### config.mk
export PLATFORM = sky130hd
export DESIGN_NAME = prog_sequencer
export DESIGN_NICKNAME = d
export VERILOG_FILES = /design/src/rtl/prog_seq_pkg.sv /design/src/rtl/prog_sequencer_edge_det.sv /design/src/rtl/prog_sequencer.sv
export SDC_FILE = /design/constraint.sdc
export NUM_CORES = 1
export LEC_CHECK = 0
export ABC_AREA = 1
export CAP_MARGIN = 40
export CORE_MARGIN = 5
export CORE_UTILIZATION = 35
export CTS_BUF_LIST = sky130_fd_sc_hd__clkbuf_4 sky130_fd_sc_hd__clkbuf_8
export CTS_CLUSTER_DIAMETER = 80
export DETAILED_ROUTE_END_ITERATION = 10
export GPL_TIMING_DRIVEN = 0
export PLACE_DENSITY = 0.69
export SKIP_LAST_GASP = 1
export SLEW_MARGIN = 10
export SYNTH_ARGS = -nofsm -noshare
export SYNTH_HDL_FRONTEND = slang
export SYNTH_SLANG_ARGS = --single-unit
### constraint.sdc
create_clock -name clk -period 1.5 [get_ports clk]
set_input_delay 0.375 -clock clk [delete_from_list [all_inputs] [get_ports clk]]
set_output_delay 0.375 -clock clk [all_outputs]
set_load 0.02 [all_outputs]
### src/rtl/prog_seq_pkg.sv
// Shared types and constants for the program sequencer.
package prog_seq_pkg;

  typedef enum logic [2:0] {
    ST_IDLE,
    ST_LAUNCH,
    ST_RUN,
    ST_NEXT,
    ST_FIN
  } state_t;

  // Start PC of each program in the core's instruction memory
  localparam logic [7:0] PC_P1 = 8'd0;
  localparam logic [7:0] PC_P2 = 8'd64;
  localparam logic [7:0] PC_P3 = 8'd128;

  // prog_sel value that chains all three programs
  localparam logic [1:0] RUN_ALL = 2'd3;

  // Map a program index (0..2) to its start PC
  function automatic logic [7:0] pc_of(input logic [1:0] id);
    case (id)
      2'd1:    return PC_P2;
      2'd2:    return PC_P3;
      default: return PC_P1;
    endcase
  endfunction

endpackage

### src/rtl/prog_sequencer_edge_det.sv
// Rising-edge detector: the previous level is registered, and the rise
// output is combinational against it so completion is seen the same cycle.
module edge_det (
  input  logic clk,
  input  logic reset_n,
  input  logic i_d,
  output logic o_rise
);

  logic r_prev;

  // Track the previous sample every cycle so a held level never re-fires
  always_ff @(posedge clk or negedge reset_n) begin
    if (!reset_n) r_prev <= 1'b0;
    else          r_prev <= i_d;
  end

  assign o_rise = i_d & ~r_prev;

endmodule

### src/rtl/prog_sequencer.sv
// Launches one or all three core programs in order, times each run,
// and aborts the whole sequence if a program exceeds TIMEOUT cycles.
module prog_sequencer
  import prog_seq_pkg::*;
#(
  parameter int             AW      = 8,
  parameter int             CW      = 16,
  parameter logic [CW-1:0]  TIMEOUT = 16'd50000
) (
  input  logic          clk,
  input  logic          reset_n,
  input  logic          req,
  input  logic [1:0]    prog_sel,
  output logic          core_init,
  output logic [AW-1:0] core_pc,
  input  logic          core_done,
  output logic          busy,
  output logic          ack,
  output logic [1:0]    prog_id,
  output logic [CW-1:0] cyc_count,
  output logic          timeout
);

  state_t        r_state, w_next;
  logic [1:0]    r_sel;
  logic [1:0]    r_prog_id;
  logic [CW-1:0] r_cnt;
  logic [CW-1:0] r_cyc;
  logic          r_init, r_busy, r_ack, r_tmo;
  logic [AW-1:0] r_pc;

  logic w_rise, w_accept, w_done, w_hit, w_chain;

  edge_det u_edge (
    .clk     (clk),
    .reset_n (reset_n),
    .i_d     (core_done),
    .o_rise  (w_rise)
  );

  assign w_accept = (r_state == ST_IDLE) & req;
  assign w_done   = (r_state == ST_RUN) & w_rise;
  // Completion beats timeout when both land in the same cycle
  assign w_hit    = (r_state == ST_RUN) & ~w_rise & (r_cnt == TIMEOUT);
  assign w_chain  = (r_sel == RUN_ALL) & (r_prog_id < 2'd2);

  // State register
  always_ff @(posedge clk or negedge reset_n) begin
    if (!reset_n) r_state <= ST_IDLE;
    else          r_state <= w_next;
  end

  // Next-state logic
  always_comb begin
    w_next = r_state;
    case (r_state)
      ST_IDLE:   if (req) w_next = ST_LAUNCH;
      ST_LAUNCH: w_next = ST_RUN;
      ST_RUN:    if (w_done)     w_next = ST_NEXT;
                 else if (w_hit) w_next = ST_FIN;
      ST_NEXT:   w_next = w_chain ? ST_LAUNCH : ST_FIN;
      ST_FIN:    w_next = ST_IDLE;
      default:   w_next = ST_IDLE;
    endcase
  end

  // Datapath and registered outputs
  always_ff @(posedge clk or negedge reset_n) begin
    if (!reset_n) begin
      r_sel     <= '0;
      r_prog_id <= '0;
      r_cnt     <= '0;
      r_cyc     <= '0;
      r_init    <= 1'b0;
      r_busy    <= 1'b0;
      r_ack     <= 1'b0;
      r_tmo     <= 1'b0;
      r_pc      <= '0;
    end else begin
      r_init <= (r_state == ST_LAUNCH);
      r_ack  <= (r_state == ST_FIN);
      // Busy covers the ack cycle: FIN is still non-idle one edge earlier
      r_busy <= (r_state != ST_IDLE) | w_accept;

      if (w_accept) begin
        r_sel     <= prog_sel;
        r_prog_id <= (prog_sel == RUN_ALL) ? 2'd0 : prog_sel;
        r_tmo     <= 1'b0;
      end

      if (r_state == ST_LAUNCH) begin
        r_pc  <= AW'(pc_of(r_prog_id));
        r_cnt <= '0;
      end else if (r_state == ST_RUN && r_cnt != '1) begin
        r_cnt <= r_cnt + CW'(1);
      end

      if (w_done) r_cyc <= r_cnt;
      if (w_hit) begin
        r_cyc <= r_cnt;
        r_tmo <= 1'b1;
      end

      if (r_state == ST_NEXT && w_chain) r_prog_id <= r_prog_id + 2'd1;
    end
  end

  assign core_init = r_init;
  assign core_pc   = r_pc;
  assign busy      = r_busy;
  assign ack       = r_ack;
  assign prog_id   = r_prog_id;
  assign cyc_count = r_cyc;
  assign timeout   = r_tmo;

endmodule

---- Word level (Yosys, flattened, before mapping) ----
Cells that the tools add are included.
operators by class
  add/subtract/negate cells ............... 2
  magnitude comparators ................... 1
  eq/ne operators ......................... 12
  mux-type cells .......................... 15
  bitwise logic cells ..................... 9
  reductions and logical operators ........ 9
operators with widths
  cell                   number
  $mux 16                4
  $add 16x1->16 const B  1
  $eq 16x16->1 const B   1
  $ne 16x16->1 const B   1
  $pmux 8 s2             1
  $mux 3                 4
  $pmux 3 s4             1
  $reduce_bool 2->1      4
  $and 1x1->1            6
  $eq 2x2->1 const B     3
  $eq 3x2->1 const B     2
  $mux 2                 3
  $eq 3x1->1 const B     1
  $eq 3x3->1 const B     1
  $logic_not 3->1        1
  $ne 3x3->1 const B     1
  $reduce_bool 3->1      1
  $add 2x1->2 const B    1
  $eq 2x1->1 const B     1
  $logic_and 1x1->1      2
  $lt 2x2->1 const B     1
  $mux 1                 2
  $ne 2x2->1 const B     1
  $not 1->1              2
  other kinds (2)        2
word-level totals
  flip-flop bits (word level) ............. 52
  logic and storage cells ................. 59

---- Depth between registers and ports, before layout ----
Gate-level depths: netlist (run 1).
  word-level depth ........................ 8
  gate-level depth with buffers ........... 10
  depth with buffers taken out ............ 9

---- Cells and area by module ----
A second synthesis (run 1) with hierarchy kept.
second synthesis, totals
  cells, all modules ...................... 306
  area, all modules ....................... 2398.6 um^2
modules (own cells, without submodules)
  module          times used  cells each  area each (um^2)  sequential area each (um^2)
  prog_sequencer  1           303         2363.5            1126.1
  edge_det        1           3           35.0              25.0

---- Worst setup path after synthesis (run 1) ----
No wires, ideal clock.
  path type ............................... reg-to-reg
  from .................................... reg r_cnt[0]
  to ...................................... reg r_cnt[10]
  library setup time ...................... 0.066 ns
  arrival time ............................ 1.497 ns
  required time ........................... 1.434 ns
  setup slack ............................. -0.062 ns
  stages on the path, launching flop included .. 10
  cell sequence ........................... dfrtp_1 > ha_1 > nand3_1 > inv_2 > nand2_1 > nor2_2 > nor2_2 > buf_2 > nand4_1 > nand2_1
between the ends
  longest elaborated chain between the ends .. 3
ends and longest elaborated chain
  item                                           line                                        text
  start: declaration                             prog_sequencer.sv:27                        logic [CW-1:0] r_cnt;
  start signal: assignment                       prog_sequencer.sv:95                        r_cnt <= r_cnt + CW'(1);
  $add 16x1->16 or $ne 16x16->1 (tied branches)  prog_sequencer.sv:95, prog_sequencer.sv:94
  $mux 16 or $logic_and 1x1->1 (tied branches)   prog_sequencer.sv:94                        end else if (r_state == ST_RUN && r_cnt != '1) begin
  $mux 16 or $reduce_bool 2->1 (tied branches)   -
Several ways; a longest one is shown, not always the timed one. The select of a mux whose other input is x is not followed.
A chain may end at the register's enable or synchronous reset.

---- Final worst setup path (run 1) ----
  from .................................... reg r_cnt[0]
  to ...................................... reg r_cnt[11]
The elaborated chain is that of the path after synthesis.

==> results of run 1 <==
[state kept, by name (all words and copies together) (netlist names)]
register	count
ack	1
busy	1
core_init	1
core_pc	2
cyc_count	16
prog_id	2
r_cnt	16
r_sel	2
r_state	3
timeout	1
u_edge.r_prev	1
[worst paths after layout]
kind / from / to / slack [ns] / depth (start not counted)
setup / recovery: r_cnt[0] / r_cnt[11] / -0.05 / 10
hold / removal: reset_n / r_state[0] / 0.05 / 1
setup reg to reg: r_cnt[0] / r_cnt[11] / -0.05 / 10
hold reg to reg: cyc_count[2] / cyc_count[2] / 0.49 / 2
max in group asynchronous: reset_n / r_cnt[6] / 0.90 / 2
min in group clk: cyc_count[2] / cyc_count[2] / 0.49 / 2
[worst max-delay path: stages, from the launching register on]
cell	delay, ns
dfrtp_2	0.47
ha_4	0.19
nand3_4	0.08
inv_2	0.05
nand2_2	0.07
nor2_4	0.04
nor2_4	0.19
nor2_4	0.09
buf_6	0.15
nand2_2	0.05
nand2_1	0.05
[stage by stage]
step / utilization / area (um^2)
after floorplan: - / 2440
after global routing: 0.5272 / 3562
after global placement: 0.4189 / 2830
after detailed placement: 0.4222 / 2853
after CTS: 0.4894 / 3307
final: 0.5272 / 3562
[placed cells by master (no fill, tap or decap), types with 9 or more instances in the layout]
| master | Yosys | final |
|---|---|---|
| dfrtp_1 | 46 | 32 |
| dfrtp_2 | 0 | 14 |
| inv_1 | 20 | 17 |
| buf_4 | 6 | 47 |
| nor2_1 | 28 | 24 |
| inv_2 | 7 | 10 |
| nand2_2 | 2 | 31 |
| dlygate4sd2_1 | 0 | 24 |
| nand2_1 | 106 | 75 |
| nand4_1 | 19 | 19 |
| nand3_1 | 32 | 31 |
| buf_6 | 2 | 9 |
[routing by layer]
metal | routed length (um) | part of all wire | global-route usage | vias to the layer above
met2 | 3503 | 0.50 | 0.2789 | 91
li1 | - | - | - | 1156
met5 | 0 | 0 | 0 | -
met3 | 380 | 0.054 | 0.02574 | 16
met1 | 2921 | 0.42 | 0.2108 | 1127
met4 | 211 | 0.030 | 0.07204 | 0
[layout make-up]
| type | count | share of cell area |
|---|---|---|
| timing repair buffer | 78 | 0.1928 |
| inverter | 27 | 0.02845 |
| clock buffer | 6 | 0.02143 |
| clock inverter | 2 | 0.01054 |
| sequential | 46 | 0.3281 |
| buffer | 13 | 0.03477 |
| multi-input combinational | 223 | 0.3558 |
| tap | 80 | 0.02810 |
[timing repair]
| action | in CTS | in global routing |
|---|---|---|
| resized for setup | 69 | 40 |
| pin swaps | 16 | 14 |
| setup buffers | 29 | 17 |
| gates cloned | 3 | 0 |
| setup endpoints to repair | 62 | 34 |
[kinds of logic (layout without fill, tap and decap cells)]
logic type      count (synthesis)  in the layout  share of synthesized area
fa+ha+maj                       4              4                    0.02076
buf+inv                        40            126                    0.07940
other cells                     1              6                   0.001555
simple gates                  198            198                     0.3752
flops                          46             46                     0.4774
compound gates                 11             11                    0.03114
xor+xnor                        4              4                    0.01453
[power breakdown]
group | switching, W | internal, W
sequential | 0.000165 | 0.00143
combinational | 0.00115 | 0.000801
clock | 0.000441 | 0.000516
total | 0.00175 | 0.00275
==> impl_metrics.py, run 1 <==
metrics = {
    "run_status": {
        "status": "finished, violations left",
        "violations": "negative setup slack",
    },
    "routing": {
        "routed_wl_um": 7017,
        "initialDrtViolationCount": 138,
        "wl_per_cell_um": 14.77,
        "drc_errors": 0,
        "dr.pass1.iters": 4,
        "avgViaCountPerCell": 5.032,
        "drtAntennaViolNets": 0,
        "routed-via-count": 2390,
    },
    "timing": {
        "clock_skew_ns": 0.01769,
        "worst_slew_pin_slew_ns": 0.5937,
        "min_period_over_period": 1.030,
        "whs_ns": 0.04846,
        "maxSlewViolCount": 0,
        "rsz0062_at_grt": "yes",
        "setup_viol": 16,
        "fin_setup_tns_ns": -0.2926,
        "finalWorstSetupSlack_ns": -0.04555,
        "final.min_clock_period_ns": 1.546,
        "max_freq_mhz": 647.0,
        "relSlewSlack": 0.6042,
        "hold_viol": 0,
    },
    "setup_path": {
        "endpoint_kind": "register",
        "crit_path_start_kind": "register",
        "crit_fanout": 5,
        "worstPathRequired_ns": 1.69,
        "crit_arrival_ns": 1.74,
        "path_class": "reg2reg",
    },
    "clock_tree": {
        "numCtsBuffers": 5,
        "clk_pin_slew_worst_paths_ns": 0.10,
        "cts_max_level": 2,
        "hold_buffers": 0,
        "clk_latency_ns": 0.32,
        "cts_root_buf": "clkbuf_8",
        "cts_tree": "built",
        "cts.sinks": 46,
        "clk_path_buf_depth": 2,
    },
    "floorplan": {
        "core-area_mm2": 0.006756,
        "ios": 36,
        "die_y_um": 93,
        "dieArea_mm2": 0.008649,
        "fp.dieW_um": 93,
        "start_util": 0.3569,
        "rows": 30,
    },
    "global_route": {
        "overflow": 0,
        "antenna_found_initial": 0,
        "gr-usage-all-layers": 0.1658,
        "first_global_vias": 2327,
        "grt_max_degree": 25,
        "grt_first_pass_wirelength_um": 11390,
    },
    "power": {
        "power_leakage_nw": 1.827,
        "irDropWorstVdd_uv": 783.4,
        "finalPower_w": 0.004504,
        "p_per_area_mw_per_mm2": 1264,
    },
    "yosys": {
        "netlist_instances": 304,
        "synth-edff-count": 0,
        "seq_area_frac_synth": 0.4774,
        "mappedNetlistArea_mm2": 0.002411,
        "synth_top_area_cell": "dfrtp_1",
        "yosys-top-cells-area": "dfrtp_1 48%, nand2_1 17%, nand3_1 6.6%",
        "synth_cell_type_count": 30,
        "ys.flop_type": "dfrtp_1",
        "synth_top_cell_area_share": 0.4774,
        "yosysWarnings": 0,
        "yosys-top-cells-count": "106 x nand2_1, 46 x dfrtp_1, 32 x nand3_1",
        "synth.avg_cell_area_um2": 7.931,
        "post-synth-top-count-cell": "nand2_1",
        "async_flop_share": 1.000,
        "synth_seq_cells": 46,
    },
    "placement": {
        "dp.final_hpwl_um": 4305,
        "io_buffers": 29,
        "pre_cts_ws_ns": -0.3605,
        "place_congestion": 0.9514,
        "placed_cells": 419,
    },
    "hold_path": {
        "holdCritPathClass": "in2async",
    },
    "layout": {
        "drive_above_1_share": 0.3722,
        "fillers": 612,
        "synthToLayoutAreaGrowth_pct": 47.74,
        "diodes": 0,
        "stdcell_count": 475,
        "seqCellArea_mm2": 0.001169,
        "multiInputGateArea_mm2": 0.001267,
        "layout.nets": 404,
    },
    "run": {
        "cap_violations": 0,
    },
}
Note: power is estimated with default switching activity, not from simulation.
==> run 2: changes to the inputs <==
- PLACE_DENSITY: 0.69 -> 0.67
- SLEW_MARGIN: 10 -> 15
- clock period: 1.5 -> 1.9 ns (I/O delays scaled with it)
==> run 2 against run 1 <==
The flow now finishes without violations. Die area unchanged. Flip-flop and latch count unchanged. Routed wire length decreased by 19%. Critical path depth decreased by 9. Clock power decreased by 35%. Power decreased by 34%. Combinational power decreased by 45%. Final cell count decreased by 10%. Worst hold slack improved by 0.12 ns. Sequential power decreased by 22%. Count of clock-buffer cells in the layout unchanged. Largest cell class is now sequential cells.
==> impl_metrics.py, run 2 (synthesis gave the netlist of run 1 again) <==
metrics = {
    "floorplan": {
        "ios": 36,
        "die_y_um": 93,
        "core-area_mm2": 0.006756,
        "rows": 30,
        "fp.dieW_um": 93,
        "start_util": 0.3569,
        "dieArea_mm2": 0.008649,
    },
    "timing": {
        "rsz0062_at_grt": "yes",
        "hold_viol": 0,
        "clock_skew_ns": 0.01283,
        "min_period_over_period": 0.9519,
        "max_freq_mhz": 552.9,
        "final.min_clock_period_ns": 1.809,
        "setup_viol": 0,
        "worst_slew_pin_slew_ns": 0.6103,
        "relSlewSlack": 0.5931,
        "maxSlewViolCount": 0,
        "whs_ns": 0.1651,
    },
    "routing": {
        "routed_wl_um": 5709,
        "dr.max_layer_used": "met4",
        "dr.pass1.iters": 4,
        "avgViaCountPerCell": 4.892,
        "initialDrtViolationCount": 67,
        "drc_errors": 0,
        "wl_met3_um": 228,
        "wl_met1_um": 2617,
        "routed-via-count": 2089,
        "drtAntennaViolNets": 0,
        "met2WireLength_um": 2768,
        "wl_per_cell_um": 13.37,
    },
    "global_route": {
        "overflow": 0,
        "antenna_found_initial": 0,
        "first_global_vias": 2087,
        "grt_max_degree": 26,
        "grt_first_pass_wirelength_um": 9887,
        "gr-usage-all-layers": 0.1449,
    },
    "power": {
        "power_leakage_nw": 1.433,
        "p_per_area_mw_per_mm2": 1003,
        "p_int_w": 0.001811,
        "p_comb_frac": 0.366,
        "switching_share": 0.3879,
        "power.switching_w": 0.001148,
        "irDropWorstVdd_uv": 438.3,
        "seq_power_share": 0.424,
        "clkPwrFrac": 0.210,
    },
    "setup_path": {
        "crit_arrival_ns": 1.33,
        "cpPeakStageDelay_ns": 0.62,
        "path_class": "reg2out",
        "crit_cells": 1,
        "endpoint_kind": "output pin",
        "cp_num_buf_inv": 1,
        "reg2reg_depth": 10,
        "reg2reg_slack_ns": 0.10,
        "path_cells": "clkdlybuf4s50_1",
        "crit_path_start_kind": "register",
        "crit_fanout": 4,
        "worstPathRequired_ns": 1.42,
        "crit_family": "buffers and inverters",
        "cp_slowest_cell": "clkdlybuf4s50_1",
    },
    "layout": {
        "diodes": 0,
        "synthToLayoutAreaGrowth_pct": 22.31,
        "final_common_cell": "nand2_1",
        "layout_common_cells": "106 x nand2_1, 45 x dfrtp_1, 31 x nand3_1",
        "fin_util": 0.4365,
        "layout.nets": 356,
        "drive_above_1_share": 0.1268,
        "fillers": 678,
    },
    "clock_tree": {
        "cts.sinks": 46,
        "post_cts_resized": 2,
        "hold_buffers": 0,
        "cts_max_level": 2,
        "numCtsBuffers": 5,
        "cts_tree": "built",
        "cts_root_buf": "clkbuf_8",
        "clk_pin_slew_worst_paths_ns": 0.10,
        "clk_path_buf_depth": 2,
        "postCtsSetupRepairBufs": 0,
        "clk_latency_ns": 0.30,
    },
    "run_status": {
        "status": "finished, final reports clean",
    },
    "run": {
        "cap_violations": 0,
    },
    "placement": {
        "dp.final_hpwl_um": 4277,
        "place_congestion": 0.8996,
        "io_buffers": 29,
    },
    "hold_path": {
        "holdCritPathClass": "in2async",
    },
}
[run 2: final cells by class]
type | instances | area [um^2] | share of cell area
buffer | 13 | 92.59 | 0.03140
clock buffer | 6 | 76.32 | 0.02588
clock inverter | 2 | 13.76 | 0.004667
inverter | 27 | 101.3 | 0.03437
multi-input combinational | 223 | 1100 | 0.3729
sequential | 46 | 1152 | 0.3908
tap | 80 | 100.1 | 0.03394
timing repair buffer | 30 | 312.8 | 0.1061
[run 2: worst paths after layout]
path | from | to
setup / recovery | prog_id[0] | prog_id[0]
hold / removal | reset_n | prog_id[1]
setup reg to reg | r_cnt[0] | r_cnt[10]
hold reg to reg | r_state[0] | ack
max in group asynchronous | reset_n | cyc_count[6]
min in group clk | r_state[0] | ack
[run 2: worst reg2reg max path, cell delays in order, from the launching register on]
cell and delay [ns]:
dfrtp_2 0.44, ha_2 0.26, nand3_2 0.16, inv_2 0.12
nand2_1 0.06, nor2_2 0.17, nor2_2 0.10, nor2_4 0.13
buf_6 0.17, nand2_1 0.06, nand2_1 0.07
[run 2: layer usage]
metal / GRT usage / vias to the layer above
li1: - / 1055
met3: 0.03057 / 9
met4: 0.05006 / 0
met2: 0.2388 / 53
met5: 0 / -
met1: 0.1886 / 972
[run 2: per-stage QoR]
step / worst slack, ns / instances / setup TNS [ns] / instance area [um^2] / power, W
2_1_floorplan: 0.3378 / 309 / 0 / 2430 / 0.001945
3_3_place_gp: -0.9251 / 418 / -42.97 / 2820 / 0.002321
3_5_place_dp: -0.06706 / 419 / -0.6632 / 2843 / 0.002346
4_1_cts: 0.01792 / 427 / 0 / 2937 / 0.002980
5_1_grt: -0.02152 / 427 / -0.06846 / 2949 / 0.003159
6_report: 0.09140 / 427 / 0 / 2949 / 0.002958
[run 2: power groups by stage]
| stage | clock network [W] | registers (W) | logic (W) |
|---|---|---|---|
| after floorplan | 0 | 0.00135 | 0.000594 |
| after global placement | 0 | 0.00127 | 0.00105 |
| after detailed placement | 0 | 0.00127 | 0.00108 |
| after CTS | 0.000640 | 0.00125 | 0.00109 |
| after global routing | 0.000695 | 0.00127 | 0.00119 |
| final | 0.000622 | 0.00125 | 0.00108 |
